===== src/rtl/spi_cfg_seq_pkg.sv =====
// Shared definitions for the SPI configuration sequencer: word width,
// default run parameters and the sequencer state encoding.
package spi_cfg_seq_pkg;

    localparam int WORD_W         = 16;
    localparam int DEF_NUM_REGS   = 8;
    localparam int DEF_GAP_CYCLES = 4;
    localparam int DEF_TIMEOUT    = 1024;

    typedef enum logic [2:0] {
        IDLE,
        LOAD,
        ISSUE,
        WAIT_ACK,
        WAIT_DONE,
        GAP,
        FIN,
        ERR
    } state_t;

endpackage


===== src/rtl/spi_cfg_rom.sv =====
// Fixed configuration table streamed to the SPI device, one word per address.
module spi_cfg_rom
    import spi_cfg_seq_pkg::*;
(
    input  logic [3:0]        addr,
    output logic [WORD_W-1:0] word
);

    // Plain combinational lookup; the sequencer registers the result
    always_comb begin
        word = 16'h0000;
        case (addr)
            4'd0:    word = 16'hA8AA;
            4'd1:    word = 16'h1234;
            4'd2:    word = 16'h5678;
            4'd3:    word = 16'h9ABC;
            4'd4:    word = 16'hDEF0;
            4'd5:    word = 16'h0F1E;
            4'd6:    word = 16'h2D3C;
            4'd7:    word = 16'h4B5A;
            4'd8:    word = 16'h6978;
            4'd9:    word = 16'h8796;
            4'd10:   word = 16'hA5B4;
            4'd11:   word = 16'hC3D2;
            4'd12:   word = 16'hE1F0;
            4'd13:   word = 16'h1357;
            4'd14:   word = 16'h2468;
            default: word = 16'hFFFF;
        endcase
    end

endmodule


===== src/rtl/spi_cfg_seq.sv =====
// Configuration sequencer: on start, pushes NUM_REGS table words through the
// spi_write GO/ORDY handshake, with an idle gap between writes and a timeout
// on each handshake phase that aborts the run with a sticky error flag.
module spi_cfg_seq
    import spi_cfg_seq_pkg::*;
#(
    parameter int NUM_REGS   = DEF_NUM_REGS,
    parameter int GAP_CYCLES = DEF_GAP_CYCLES,
    parameter int TIMEOUT    = DEF_TIMEOUT
) (
    input  logic              CLK,
    input  logic              reset,
    input  logic              start,
    output logic [WORD_W-1:0] regdata,
    output logic              GO,
    input  logic              ORDY,
    output logic              busy,
    output logic              done,
    output logic              err,
    output logic [3:0]        idx
);

    localparam int              TW       = $clog2(TIMEOUT + 1);
    localparam logic [3:0]      LAST_IDX = 4'(NUM_REGS - 1);
    localparam logic [TW-1:0]   TMO_LAST = TW'(TIMEOUT - 1);
    localparam logic [TW-1:0]   TMO_ONE  = TW'(1);
    localparam logic [7:0]      GAP_LAST = 8'(GAP_CYCLES - 1);

    state_t            state;
    logic [TW-1:0]     tcnt;
    logic [7:0]        gcnt;
    logic [WORD_W-1:0] rom_word;

    spi_cfg_rom u_rom (
        .addr (idx),
        .word (rom_word)
    );

    // Sequencer FSM; GO and done default low so each is a single-cycle pulse
    always_ff @(posedge CLK or negedge reset) begin
        if (!reset) begin
            state   <= IDLE;
            regdata <= '0;
            GO      <= 1'b0;
            busy    <= 1'b0;
            done    <= 1'b0;
            err     <= 1'b0;
            idx     <= '0;
            tcnt    <= '0;
            gcnt    <= '0;
        end else begin
            GO   <= 1'b0;
            done <= 1'b0;
            case (state)
                IDLE: begin
                    if (start && ORDY) begin
                        state <= LOAD;
                        idx   <= '0;
                        err   <= 1'b0;
                        busy  <= 1'b1;
                    end
                end
                LOAD: begin
                    regdata <= rom_word;
                    GO      <= 1'b1;
                    state   <= ISSUE;
                end
                ISSUE: begin
                    tcnt  <= '0;
                    state <= WAIT_ACK;
                end
                WAIT_ACK: begin
                    if (!ORDY) begin
                        tcnt  <= '0;
                        state <= WAIT_DONE;
                    end else if (tcnt == TMO_LAST) begin
                        err   <= 1'b1;
                        busy  <= 1'b0;
                        state <= ERR;
                    end else begin
                        tcnt <= tcnt + TMO_ONE;
                    end
                end
                WAIT_DONE: begin
                    if (ORDY) begin
                        tcnt <= '0;
                        if (idx == LAST_IDX) begin
                            done  <= 1'b1;
                            busy  <= 1'b0;
                            state <= FIN;
                        end else if (GAP_CYCLES == 0) begin
                            idx   <= idx + 4'd1;
                            state <= LOAD;
                        end else begin
                            gcnt  <= '0;
                            state <= GAP;
                        end
                    end else if (tcnt == TMO_LAST) begin
                        err   <= 1'b1;
                        busy  <= 1'b0;
                        state <= ERR;
                    end else begin
                        tcnt <= tcnt + TMO_ONE;
                    end
                end
                GAP: begin
                    if (gcnt == GAP_LAST) begin
                        gcnt  <= '0;
                        idx   <= idx + 4'd1;
                        state <= LOAD;
                    end else begin
                        gcnt <= gcnt + 8'd1;
                    end
                end
                FIN: begin
                    state <= IDLE;
                end
                ERR: begin
                    state <= IDLE;
                end
                default: begin
                    state <= IDLE;
                end
            endcase
        end
    end

endmodule


===== config.mk =====
export PLATFORM = sky130hd
export DESIGN_NAME = spi_cfg_seq
export DESIGN_NICKNAME = d
export VERILOG_FILES = /design/src/rtl/spi_cfg_seq_pkg.sv /design/src/rtl/spi_cfg_rom.sv /design/src/rtl/spi_cfg_seq.sv
export SDC_FILE = /design/constraint.sdc
export NUM_CORES = 1
export LEC_CHECK = 0
export CORE_ASPECT_RATIO = 0.7
export CORE_MARGIN = 10
export CORE_UTILIZATION = 36
export CTS_CLUSTER_DIAMETER = 50
export CTS_CLUSTER_SIZE = 28
export DETAILED_ROUTE_END_ITERATION = 10
export PLACE_DENSITY = 0.66
export SLEW_MARGIN = 0
export SYNTH_ARGS = -nofsm -noshare
export SYNTH_HDL_FRONTEND = slang
export SYNTH_HIERARCHICAL = 1
export SYNTH_SLANG_ARGS = --single-unit

===== constraint.sdc =====
create_clock -name CLK -period 2.21 [get_ports CLK]
set_input_delay 0.221 -clock CLK [delete_from_list [all_inputs] [get_ports CLK]]
set_output_delay 0.221 -clock CLK [all_outputs]
set_load 0.02 [all_outputs]

; Word-level counts from Yosys, hierarchy flattened
; Memory sizes are Yosys's and may differ from the RTL's. A register that Yosys moved wholly into a read port is not among the register bits.
; Cells that the tools add are included.
[totals]
register_bits = 30
romBits = 256
in_bits = 4
word_cells = 75
mem_count = 1
[op_classes]
addsub = 3
n_eq_ne = 17
muxes = 33
n_reduce_logical = 13
[mem_list]
columns = memory, depth, word_bits, rd, rd_ports_with_merged_regs, wr, line_no
row1 = (no name shown), 16, 16, 1, 1, 0, spi_cfg_rom.sv:12  ; case (addr)
[op_table]
columns = operator, n
row1 = 11-bit two-way mux, 3
row2 = 11-bit one-hot mux with 3 select lines, 1
row3 = 8-bit two-way mux, 3
row4 = 3-bit one-hot mux with 7 select lines, 1
row5 = 8-bit one-hot mux with 2 select lines, 1
row6 = 3-bit two-way mux, 5
row7 = 1-bit two-way mux, 13
row8 = 3-bit == test (second input constant), 4
row9 = 2-bit inequality test (second input constant), 6
row10 = 11-bit by 1-bit adder with 11-bit output (second input constant), 1
row11 = 11-bit by 10-bit == test with 1-bit output (second input constant), 1
row12 = 8-bit by 1-bit adder with 8-bit output (second input constant), 1
row13 = 8-bit by 2-bit == test with 1-bit output (second input constant), 1
row14 = 4-bit two-way mux, 2
row15 = 4-bit one-hot mux with 2 select lines, 1
row16 = 4-bit AND reduction, 2
row17 = 3-bit by 2-bit == test with 1-bit output (second input constant), 2
row18 = 1-bit one-hot mux with 3 select lines, 2
row19 = 3-bit AND reduction, 2
row20 = 3-bit nonzero test, 2
row21 = 4-bit by 1-bit adder with 4-bit output (second input constant), 1
row22 = 4-bit by 3-bit == test with 1-bit output (second input constant), 1
row23 = 2-bit nonzero test, 2
row24 = 3-bit by 1-bit == test with 1-bit output (second input constant), 1
row25 = 7 further kinds, 7

; Depth between registers and ports, before layout
; Gate-level depths: netlist (run 1).
[depth]
ltp_word = 4
depth_mapped = 7

; By module
; The synthesis (run 1) kept the hierarchy.
[modules_own_cells]
columns = mod, instances, cells_each, area_per_inst_um2, seq_area_each_um2
row1 = spi_cfg_seq, 1, 211, 2274.7, 1151.1
row2 = spi_cfg_rom, 1, 62, 385.4, 0.0

; Worst setup path after synthesis (run 1)
; Ideal clock, no wire load.
[synth_timing]
path_type = reg2reg
start = register tcnt[0]
end = register tcnt[3]
arrival_time_ns = 1.834
setup_slack_ns = 0.298
path_stages_with_launch = 8
path_buffers = 2
synth_period_minus_slack_ns = 1.912
cell_sequence = dfrtp_1 > ha_1 > and3_1 > clkbuf_1 > and4_1 > clkbuf_1 > or4_1 > a21boi_1
[synth_between]
elab_chain_cells = 4
[synth_rtl]
columns = item, line_no
row1 = from (decl), spi_cfg_seq.sv:30  ; logic [TW-1:0] tcnt;
row2 = from (signal assigned), spi_cfg_seq.sv:81  ; tcnt <= tcnt + TMO_ONE;
row3 = from (signal assigned), spi_cfg_seq.sv:103  ; tcnt <= tcnt + TMO_ONE;
row4 = 11-bit by 1-bit adder with 11-bit output / 11-bit by 10-bit == test with 1-bit output (equally long branches), -
row5 = 11-bit two-way mux (*), "spi_cfg_seq.sv:76, spi_cfg_seq.sv:98"
row6 = 11-bit two-way mux (on tied branches), "spi_cfg_seq.sv:85, spi_cfg_seq.sv:73"
row7 = 11-bit one-hot mux with 3 select lines (*), spi_cfg_seq.sv:54  ; case (state)
; Every way passes the cells marked *; elsewhere a longest branch is shown, timed or not.
; A chain may end at the register's enable or synchronous reset.

; Final worst setup path (run 1)
[layout_timing]
start = register state[2]
end = register tcnt[3]
[layout_between]
elab_chain_cells = 2
[layout_rtl]
columns = item, line_no
row1 = from (decl), spi_cfg_seq.sv:29  ; state_t state;
row2 = from (signal assigned), spi_cfg_seq.sv:42  ; state <= IDLE;
row3 = from (signal assigned), spi_cfg_seq.sv:57  ; state <= LOAD;
row4 = from (signal assigned), spi_cfg_seq.sv:66  ; state <= ISSUE;
row5 = 3-bit == test / 3-bit by 2-bit == test with 1-bit output (equally long branches), spi_cfg_seq.sv:54
row6 = 11-bit one-hot mux with 3 select lines / 3-bit nonzero test (equally long branches), -
; Several ways; a longest one is shown, not always the timed one.

==> results of run 1 <==
[state kept, by name (all words and copies together) (netlist names)]
signal / flops
state: 3
done: 1
err: 1
regdata: 16
idx: 4
gcnt: 8
GO: 1
busy: 1
tcnt: 11
[worst reg2reg max path: stages (launching register included)]
cell and delay (ns):
dfrtp_1 0.62, nor3b_1 0.44, nor2_1 0.24, or4_1 0.45
a21boi_1 0.14
[what timing repair did]
item                      4_1_cts  5_1_grt
hold buffers                    1        0
gates resized for setup         0        0
setup buffers                   0        0
hold endpoints to repair       21        0
[kinds of logic (layout without fill, tap and decap cells)]
| family | after synthesis | in the layout | share of synthesized area [%] |
|---|---|---|---|
| AO/OA/AOI/OAI | 70 | 70 | 16.9 |
| XOR/XNOR | 3 | 3 | 1.27 |
| adder cells (fa/ha/maj) | 9 | 9 | 4.23 |
| buffers and inverters | 28 | 54 | 4.99 |
| flip-flops | 46 | 46 | 43.3 |
| multiplexers | 23 | 23 | 9.50 |
| AND/OR/NAND/NOR | 94 | 94 | 19.8 |
[final cells by class]
type | instances | area, um^2
Timing Repair Buffer | 38 | 350
Sequential cell | 46 | 1150
Clock inverter | 3 | 21.3
Inverter | 8 | 30.0
Multi-Input combinational cell | 199 | 1380
Clock buffer | 5 | 68.8
Tap cell | 98 | 123
Fill cell | 699 | 4130
[cells in the final DEF (no fill, tap or decap), types with 9 or more instances in the layout]
cell type	n
dfrtp_1	46
clkdlybuf4s50_1	26
nand2_1	24
mux2_2	18
o21ai_0	18
a21oi_1	17
nor2_1	14
and3_1	10
buf_4	10
ha_1	9
[stage by stage]
stage / std cells / hold WS (ns) / cell area (um^2) / power (W) / setup slack, ns
2_1_floorplan: 273 / -0.0746 / 2660 / 0.00305 / 0.298
3_3_place_gp: 388 / 0.233 / 3030 / 0.00373 / 0.258
3_5_place_dp: 388 / 0.232 / 3030 / 0.00381 / 0.258
4_1_cts: 397 / 0.431 / 3130 / 0.00435 / 0.272
5_1_grt: 397 / 0.460 / 3130 / 0.00466 / 0.0712
6_report: 397 / 0.418 / 3130 / 0.00432 / 0.252
[power by group]
part	leakage [nW]	internal [W]	switching, W
clock	0.0441	0.000223	0.000306
sequential	0.589	0.00113	0.000385
combinational	0.698	0.00107	0.00121
total	1.33	0.00242	0.00190
[layer usage]
metal	global-route usage, %	part of all wire, %
met2	15.7	44
met5	0	0
met1	14.4	50
met3	2.63	5.4
met4	4.40	1.3
[final timing paths]
kind	to	slack, ns	cells after the start	from
setup / recovery	tcnt[3]	0.25	4	state[2]
hold / removal	tcnt[9]	0.42	2	reset
setup reg to reg	tcnt[3]	0.25	4	state[2]
hold reg to reg	tcnt[10]	0.50	1	tcnt[10]
max in group asynchronous	regdata[0]	1.22	3	reset
min in group CLK	tcnt[10]	0.50	1	tcnt[10]
==> impl_results.md, run 1 <==
* Sum of buffers and inverters on the critical path at 0
* LEAKAGE at 1.33 nW
* Final Core Density at 43.1%
* Period utilization at 88.6%
* Fin. Hold Viols at 0
* Worst EP arrival at 2.19 ns
* Power per cell area at 1380 mW/mm^2
* Synth Flop Type: dfrtp_1
* Vias at 2138
* Max Cap Violations at 0
* Top post-synthesis cells by count: dfrtp_1 (46), nand2_1 (24), mux2_2 (18), o21ai_0 (18), a21oi_1 (17)
* CP max-delay cell: dfrtp_1
* H-Tree Level Count at 2
* CTS tree: done
* Initial antenna violation count at 0
* Post-Syn Area at 0.00266 mm^2
* Ys Warns at 6
* Fmax at 511 MHz
* FP Rows at 26
* Clock-pin slew on the worst setup and hold paths at 0.09 ns
* Worst ir drop on vdd at 0.523 mV
* Pin count of the biggest net entering global routing at 24
* Synth top area share at 43.3%
* Iter 0 DRT Violations at 115
* Crit Path Max Fanout at 15
* Synth Net Count at 286
* DRC at 0
* GRT Resource Usage Total at 10.6%
* Starting density of the core at 36.7%
* Avg Inst Size Synth at 9.74 um^2
* IO Pins at 28
* Share of layout cells above drive strength 1 at 14.4%
* Clk_lat worst skew at 0.30 ns
* Post-synth top area cell: dfrtp_1
* TNS Setup at 0 ns
* Clock sink count at 46
* Core Area at 0.00725 mm^2
* CTS Buf Count at 5
* Skew final at 0.00830 ns
* Diode count at 0
* Min Tclk post-route at 1.96 ns
* Status: complete, no violations
* Number of flops mapped to enable cells by yosys at 0
* Buffers added on ports at 27
* Synth async-reset ratio at 100%
* Crit path capture type: flop
* Total Wirelength at 5990 um
* NumNets Final at 311
* Remaining antenna violation count at 0
* Synth Instances at 273
* Dpl hpwl at 4410 um
* CTS Buffer Depth at 2
* Die Height at 91.9 um
* Remaining global-route overflow at 0
* First-pass GRT wire length at 9830 um
* Cell with the most instances after synthesis: dfrtp_1
* RSZ-0062 raised after global routing: no
* Required time worst endpoint at 2.45 ns
* Max-Slew Margin vs Limit at 58.6%
* Area growth syn-to-layout at 17.5%
* Cell variety after synth at 54
* Top area cells in the synthesized netlist: dfrtp_1 (43%), mux2_2 (7.6%), ha_1 (4.2%)
* Worst slew pin tran at 0.618 ns
* Critical path class: reg -> reg
* Wire per inst at 15.1 um
* Vias in the first global route at 2007
* Largest stage delay on the critical path at 0.62 ns
* Critical path launch point type: flop
* Vias per cell at 5.39
* Endpoints failing setup at 0
* Slew Viols, Final at 0
* Drt first pass iters at 4
* Die W at 123 um
* Register area share after synthesis at 43.3%
* Root Buffer: clkbuf_8
* Crit-path cells: nor3b_1, nor2_1, or4_1, a21boi_1
* Die area at 0.0113 mm^2
* RePlAce Congestion at 0.846
* Hold WC Path Type: in -> async
* Largest delay contributor family on the critical path: simple AND/OR/NAND/NOR gates
* Synth Register Bits at 46
Power figures use the tool's default switching activity.
==> run 2: changes to the inputs <==
--- a/config.mk
+++ b/config.mk
@@ -5,7 +5,6 @@
 export SDC_FILE = /design/constraint.sdc
 export NUM_CORES = 1
 export LEC_CHECK = 0
-export CORE_ASPECT_RATIO = 0.7
 export CORE_MARGIN = 10
 export CORE_UTILIZATION = 36
 export CTS_CLUSTER_DIAMETER = 50
==> impl_results.md, run 2 (synthesis gave the netlist of run 1 again) <==
* Iter 0 DRT Violations at 76 (-34%)
* Vias in the first global route at 2029 (+1.1%)
* IO Pins at 28 (unchanged)
* Area growth syn-to-layout at 18.6%
* Clock sink count at 46 (unchanged)
* Root Buffer: clkbuf_8
* Clk_lat worst skew at 0.30 ns (about the same)
* Vias per cell at 5.32 (-1.1%)
* Max-Slew Margin vs Limit at 59.1% (+0.43 points)
* CTS Hold Bufs at 1 (unchanged)
* Starting density of the core at 36.9% (+0.20 points)
* Die W at 106 um (-14%)
* Period utilization at 88.3% (-0.36 points)
* Total Wirelength at 5560 um (-7.3%)
* Power per cell area at 1380 mW/mm^2 (about the same)
* Status: complete, no violations
* Post-CTS setup buffers at 0 (unchanged)
* FILL cells at 696 (-0.43%)
* Worst ir drop on vdd at 0.383 mV (-27%)
* GRT Resource Usage Total at 10.2% (-0.45 points)
* Largest registers: regdata x16, tcnt x11, gcnt x8
* Most common cell after layout, fill and taps aside: dfrtp_1
* Buffers added on ports at 27 (unchanged)
* Critical path launch point type: flop
* Share of layout cells above drive strength 1 at 14.1% (-0.29 points)
* Fmax at 513 MHz (+0.40%)
* Remaining global-route overflow at 0 (unchanged)
* Min Tclk post-route at 1.95 ns (-0.00785 ns)
* Endpoints failing setup at 0 (unchanged)
* CTS tree: done
* Worst EP arrival at 2.14 ns (-0.05 ns)
* Largest Register: regdata
* Wire per inst at 14.0 um (-7.3%)
* Hold WC Path Type: in -> async
* Critical path class: reg -> reg
* First-pass GRT wire length at 9690 um (-1.5%)
* NumNets Final at 310 (-0.32%)
* Die Height at 106 um (+15%)
* TNS Setup at 0 ns (unchanged)
* Vias at 2114 (-1.1%)
* CTS Buf Count at 5 (unchanged)
* Dpl hpwl at 4010 um (-9.0%)
* RePlAce Congestion at 0.805 (-4.8%)
* LEAKAGE at 1.34 nW (+0.45%)
* Final Cell Area at 0.00316 mm^2 (+0.96%)
* Slew Viols, Final at 0 (unchanged)
* Remaining antenna violation count at 0 (unchanged)
* Required time worst endpoint at 2.40 ns (-0.05 ns)
* RSZ-0062 raised after global routing: no
* Core Area at 0.00721 mm^2 (-0.55%)
* Pin count of the biggest net entering global routing at 27 (+13%)
* Die area at 0.0112 mm^2 (-0.49%)
* H-Tree Level Count at 2 (unchanged)
* CTS resizes at 0 (unchanged)
* Worst slew pin tran at 0.614 ns (-0.00376 ns)
* DRC at 0 (unchanged)
* Crit Path Max Fanout at 10 (-5)
* Initial antenna violation count at 0 (unchanged)
* Most frequent cells in the layout: dfrtp_1 (46), clkdlybuf4s50_1 (26), nand2_1 (24), mux2_2 (18), o21ai_0 (18)
* FP Rows at 31 (+19%)
* Fin. Hold Viols at 0 (unchanged)
* Area post-placement at 0.00303 mm^2 (+0.21%)
* Clock-pin slew on the worst setup and hold paths at 0.09 ns (about the same)
* Number of flip-flops in the largest register at 16 (unchanged)
* Max Cap Violations at 0 (unchanged)
* Diode count at 0 (unchanged)
* Total power draw at 0.00436 W (+0.91%)
* Crit path capture type: flop
* Skew final at 0.00199 ns (-0.00631 ns)
* CTS Buffer Depth at 2 (unchanged)
* Drt first pass iters at 4 (unchanged)
* Final Core Density at 43.7% (+0.66 points)
-- run 2: cell count changes in the layout (fill, tap and decap cells not counted), sizes merged --
cell / before / now
clkinv: 2 / 0
buf: 11 / 10
clkinvlp: 1 / 2
bufinv: 0 / 1
-- run 2: through the flow --
stage                     hold slack [ns]  setup slack, ns  instances
after global placement              0.270            0.251        388
final                               0.459            0.259        397
after CTS                           0.474            0.261        397
after global routing                0.498           0.0523        397
after floorplan                   -0.0746            0.298        273
after detailed placement            0.271            0.218        388
-- run 2: critical path, stage by stage (launching register included) --
cell      delay, ns
dfrtp_1        0.55
inv_1          0.21
ha_1           0.42
nand2b_1       0.13
a21oi_1        0.17
a21oi_1        0.09
mux2_2         0.27
-- run 2: final timing paths --
path | start | end | slack [ns] | depth (start not counted)
max in group asynchronous | reset | gcnt[1] | 1.22 | 3
setup reg to reg | idx[0] | regdata[7] | 0.26 | 6
setup / recovery | idx[0] | regdata[7] | 0.26 | 6
hold / removal | reset | tcnt[9] | 0.46 | 2
hold reg to reg | gcnt[7] | gcnt[7] | 0.51 | 1
min in group CLK | gcnt[7] | gcnt[7] | 0.51 | 1
-- run 2: where the power goes --
group / internal, W / switching, W
registers: 0.00113 / 0.000339
clock network: 0.000336 / 0.000295
logic: 0.00107 / 0.00119
-- run 2: layout make-up --
class | instances | area, um^2 | area share [%]
Clock buffer | 5 | 68.8 | 2.18
Multi-Input combinational cell | 199 | 1380 | 43.8
Sequential cell | 46 | 1150 | 36.5
Tap cell | 99 | 124 | 3.93
Timing Repair Buffer | 37 | 355 | 11.3
Inverter | 8 | 30.0 | 0.952
Clock inverter | 3 | 45.0 | 1.43
-- run 2: per-layer routing --
layer	track usage, %	vias to the layer above	share of wire (%)
met1	13.0	1017	48
li1	-	1055	-
met3	2.60	6	4.1
met5	0	-	0
met2	16.3	36	46
met4	3.77	0	1.7
==> run 3: changes to the inputs <==
--- a/config.mk
+++ b/config.mk
@@ -8,8 +8,9 @@
 export CORE_MARGIN = 10
 export CORE_UTILIZATION = 36
 export CTS_CLUSTER_DIAMETER = 50
-export CTS_CLUSTER_SIZE = 28
+export CTS_CLUSTER_SIZE = 20
 export DETAILED_ROUTE_END_ITERATION = 10
+export MAX_ROUTING_LAYER = met4
 export PLACE_DENSITY = 0.66
 export SLEW_MARGIN = 0
 export SYNTH_ARGS = -nofsm -noshare
==> constraint.sdc (replaced) <==
create_clock -name CLK -period 2 [get_ports CLK]
set_input_delay 0.2 -clock CLK [delete_from_list [all_inputs] [get_ports CLK]]
set_output_delay 0.2 -clock CLK [all_outputs]
set_load 0.02 [all_outputs]
==> impl_results.md, run 3 (synthesis gave the netlist of run 1 again) <==
* Switching power at 0.00203 W (+11%)
* Critical path class: reg -> reg
* Register-to-Register Setup Slack at 0.11 ns (-0.15 ns)
* Most common cell after layout, fill and taps aside: dfrtp_1
* Starting density of the core at 36.9% (unchanged)
* Diode count at 0 (unchanged)
* Clock sink count at 46 (unchanged)
* FP Rows at 31 (unchanged)
* Initial antenna violation count at 0 (unchanged)
* RSZ-0062 raised after global routing: no
* Core Area at 0.00721 mm^2 (unchanged)
* DRC at 0 (unchanged)
* Vias at 2172 (+2.7%)
* Total Wirelength at 5870 um (+5.6%)
* Vias in the first global route at 2059 (+1.5%)
* Cells on worst reg2reg path at 5 (-1)
* Root Buffer: clkbuf_8
* Fmax at 530 MHz (+3.4%)
* Crit path capture type: flop
* CTS Buffer Depth at 2 (unchanged)
* Required time worst endpoint at 2.22 ns (-0.18 ns)
* Worst EP arrival at 2.11 ns (-0.03 ns)
* IO Pins at 28 (unchanged)
* Switching share of power at 42.2% (+0.45 points)
* Remaining global-route overflow at 0 (unchanged)
* Wire per inst at 14.5 um (+3.8%)
* Worst ir drop on vdd at 0.457 mV (+19%)
* Pin count of the biggest net entering global routing at 25 (-7.4%)
* Total power draw at 0.00480 W (+10%)
* Sequential group share of total power at 32.8% (-0.9 points)
* Status: complete, no violations
* Power per cell area at 1510 mW/mm^2 (+9.1%)
* Final Core Density at 44.2% (+0.42 points)
* Clk_lat worst skew at 0.29 ns (about the same)
* Largest registers: regdata x16, tcnt x11, gcnt x8
* Iter 0 DRT Violations at 79 (+3.9%)
* Slew Viols, Final at 0 (unchanged)
* Skew final at 0.00592 ns (+0.00393 ns)
* RePlAce Congestion at 0.831 (+3.2%)
* Post-CTS setup buffers at 0 (unchanged)
* First-pass GRT wire length at 10100 um (+4.3%)
* Internal at 0.00277 W (+9.2%)
* LEAKAGE at 1.37 nW (+2.5%)
* Dpl hpwl at 4290 um (+6.9%)
* Min Tclk post-route at 1.89 ns (-0.0637 ns)
* Hold WC Path Type: in -> async
* Clock-pin slew on the worst setup and hold paths at 0.09 ns (about the same)
* Crit Path Max Fanout at 6 (-4)
* Area growth syn-to-layout at 19.8%
* Max Cap Violations at 0 (unchanged)
* TNS Setup at 0 ns (unchanged)
* Clk pwr share at 12.3% (-2.2 points)
* Drt first pass iters at 4 (unchanged)
* CTS tree: done
* FF-to-FF Start: tcnt[1]
* Remaining antenna violation count at 0 (unchanged)
* FF-to-FF End: tcnt[3]
* Worst slew pin tran at 0.580 ns (-0.0340 ns)
* Period utilization at 94.3% (+6.1 points)
* Die W at 106 um (unchanged)
* GRT Resource Usage Total at 10.8% (+0.61 points)
* Die Height at 106 um (unchanged)
* Most frequent cells in the layout: dfrtp_1 (46), clkdlybuf4s50_1 (26), nand2_1 (24), mux2_2 (18), o21ai_0 (18)
* Critical path launch point type: flop
* Cells after DPL at 395 (+1.8%)
* Vias per cell at 5.38 (+0.96%)
* CTS resizes at 0 (unchanged)
* Die area at 0.0112 mm^2 (unchanged)
* NumNets Final at 317 (+2.3%)
* Largest Register: regdata
* Endpoints failing setup at 0 (unchanged)
* Comb power frac at 54.9% (+3.1 points)
* CTS Hold Bufs at 1 (unchanged)
* Share of layout cells above drive strength 1 at 15.7% (+1.6 points)
* Non-Filler Instances at 404 (+1.8%)
* H-Tree Level Count at 2 (unchanged)
* Max-Slew Margin vs Limit at 61.2% (+2.1 points)
* Fin. Hold Viols at 0 (unchanged)
* Buffers added on ports at 27 (unchanged)
* CTS Buf Count at 5 (unchanged)
* Number of flip-flops in the largest register at 16 (unchanged)
-- run 3: cell count changes in the layout (fill, tap and decap cells not counted), sizes merged --
cell,before,now
bufinv,1,0
buf,10,17
clkinv,0,1
clkbuf,5,7
clkinvlp,2,0
-- run 3: worst max-delay path, cell delays in order (launching register included) --
cell and delay (ns):
dfrtp_1 0.42, ha_1 0.20, and3_1 0.24, and4_1 0.29
or4_1 0.52, a21boi_1 0.15
-- run 3: per-stage QoR --
stage	hold WS, ns	worst slack (ns)	cell area, um^2
after floorplan	-0.0956	0.0878	2660
after global placement	0.221	0.0355	3080
after detailed placement	0.223	0.0461	3080
after CTS	0.438	0.128	3190
after global routing	0.471	0.0539	3190
final	0.428	0.113	3190
-- run 3: layout make-up --
| class | count | area (um^2) |
|---|---|---|
| clock buffer | 7 | 86.3 |
| clock inverter | 1 | 5.00 |
| fill | 728 | 4030 |
| inverter | 8 | 30.0 |
| multi-input combinational | 199 | 1380 |
| sequential | 46 | 1150 |
| tap | 99 | 124 |
| timing repair buffer | 44 | 408 |
-- run 3: how the worst max path moves through the flow --
stage	endpoint	cells after the start	start	slack [ns]
6_report	tcnt[3]	5	tcnt[1]	0.11
4_1_cts	tcnt[3]	5	tcnt[1]	0.13
5_1_grt	tcnt[3]	5	tcnt[1]	0.05
2_1_floorplan	tcnt[3]	7	tcnt[0]	0.09
3_3_place_gp	tcnt[0]	5	ORDY	0.04
3_5_place_dp	tcnt[0]	5	ORDY	0.05
-- run 3: layer usage --
| metal | up-vias | part of all wire, % | global-route usage (%) |
|---|---|---|---|
| li1 | 1059 | - | - |
| met1 | 1073 | 48 | 13.7 |
| met2 | 36 | 47 | 16.8 |
| met3 | 4 | 4.3 | 2.48 |
| met4 | 0 | 1.1 | 3.38 |
| met5 | - | 0 | - |
-- run 3: power groups by stage --
stage | logic (W) | clock network (W) | registers, W
6_report | 0.00264 | 0.000589 | 0.00157
5_1_grt | 0.00293 | 0.000637 | 0.00164
4_1_cts | 0.00266 | 0.000607 | 0.00158
3_5_place_dp | 0.00265 | 0 | 0.00159
3_3_place_gp | 0.00260 | 0 | 0.00158
2_1_floorplan | 0.00162 | 0 | 0.00175
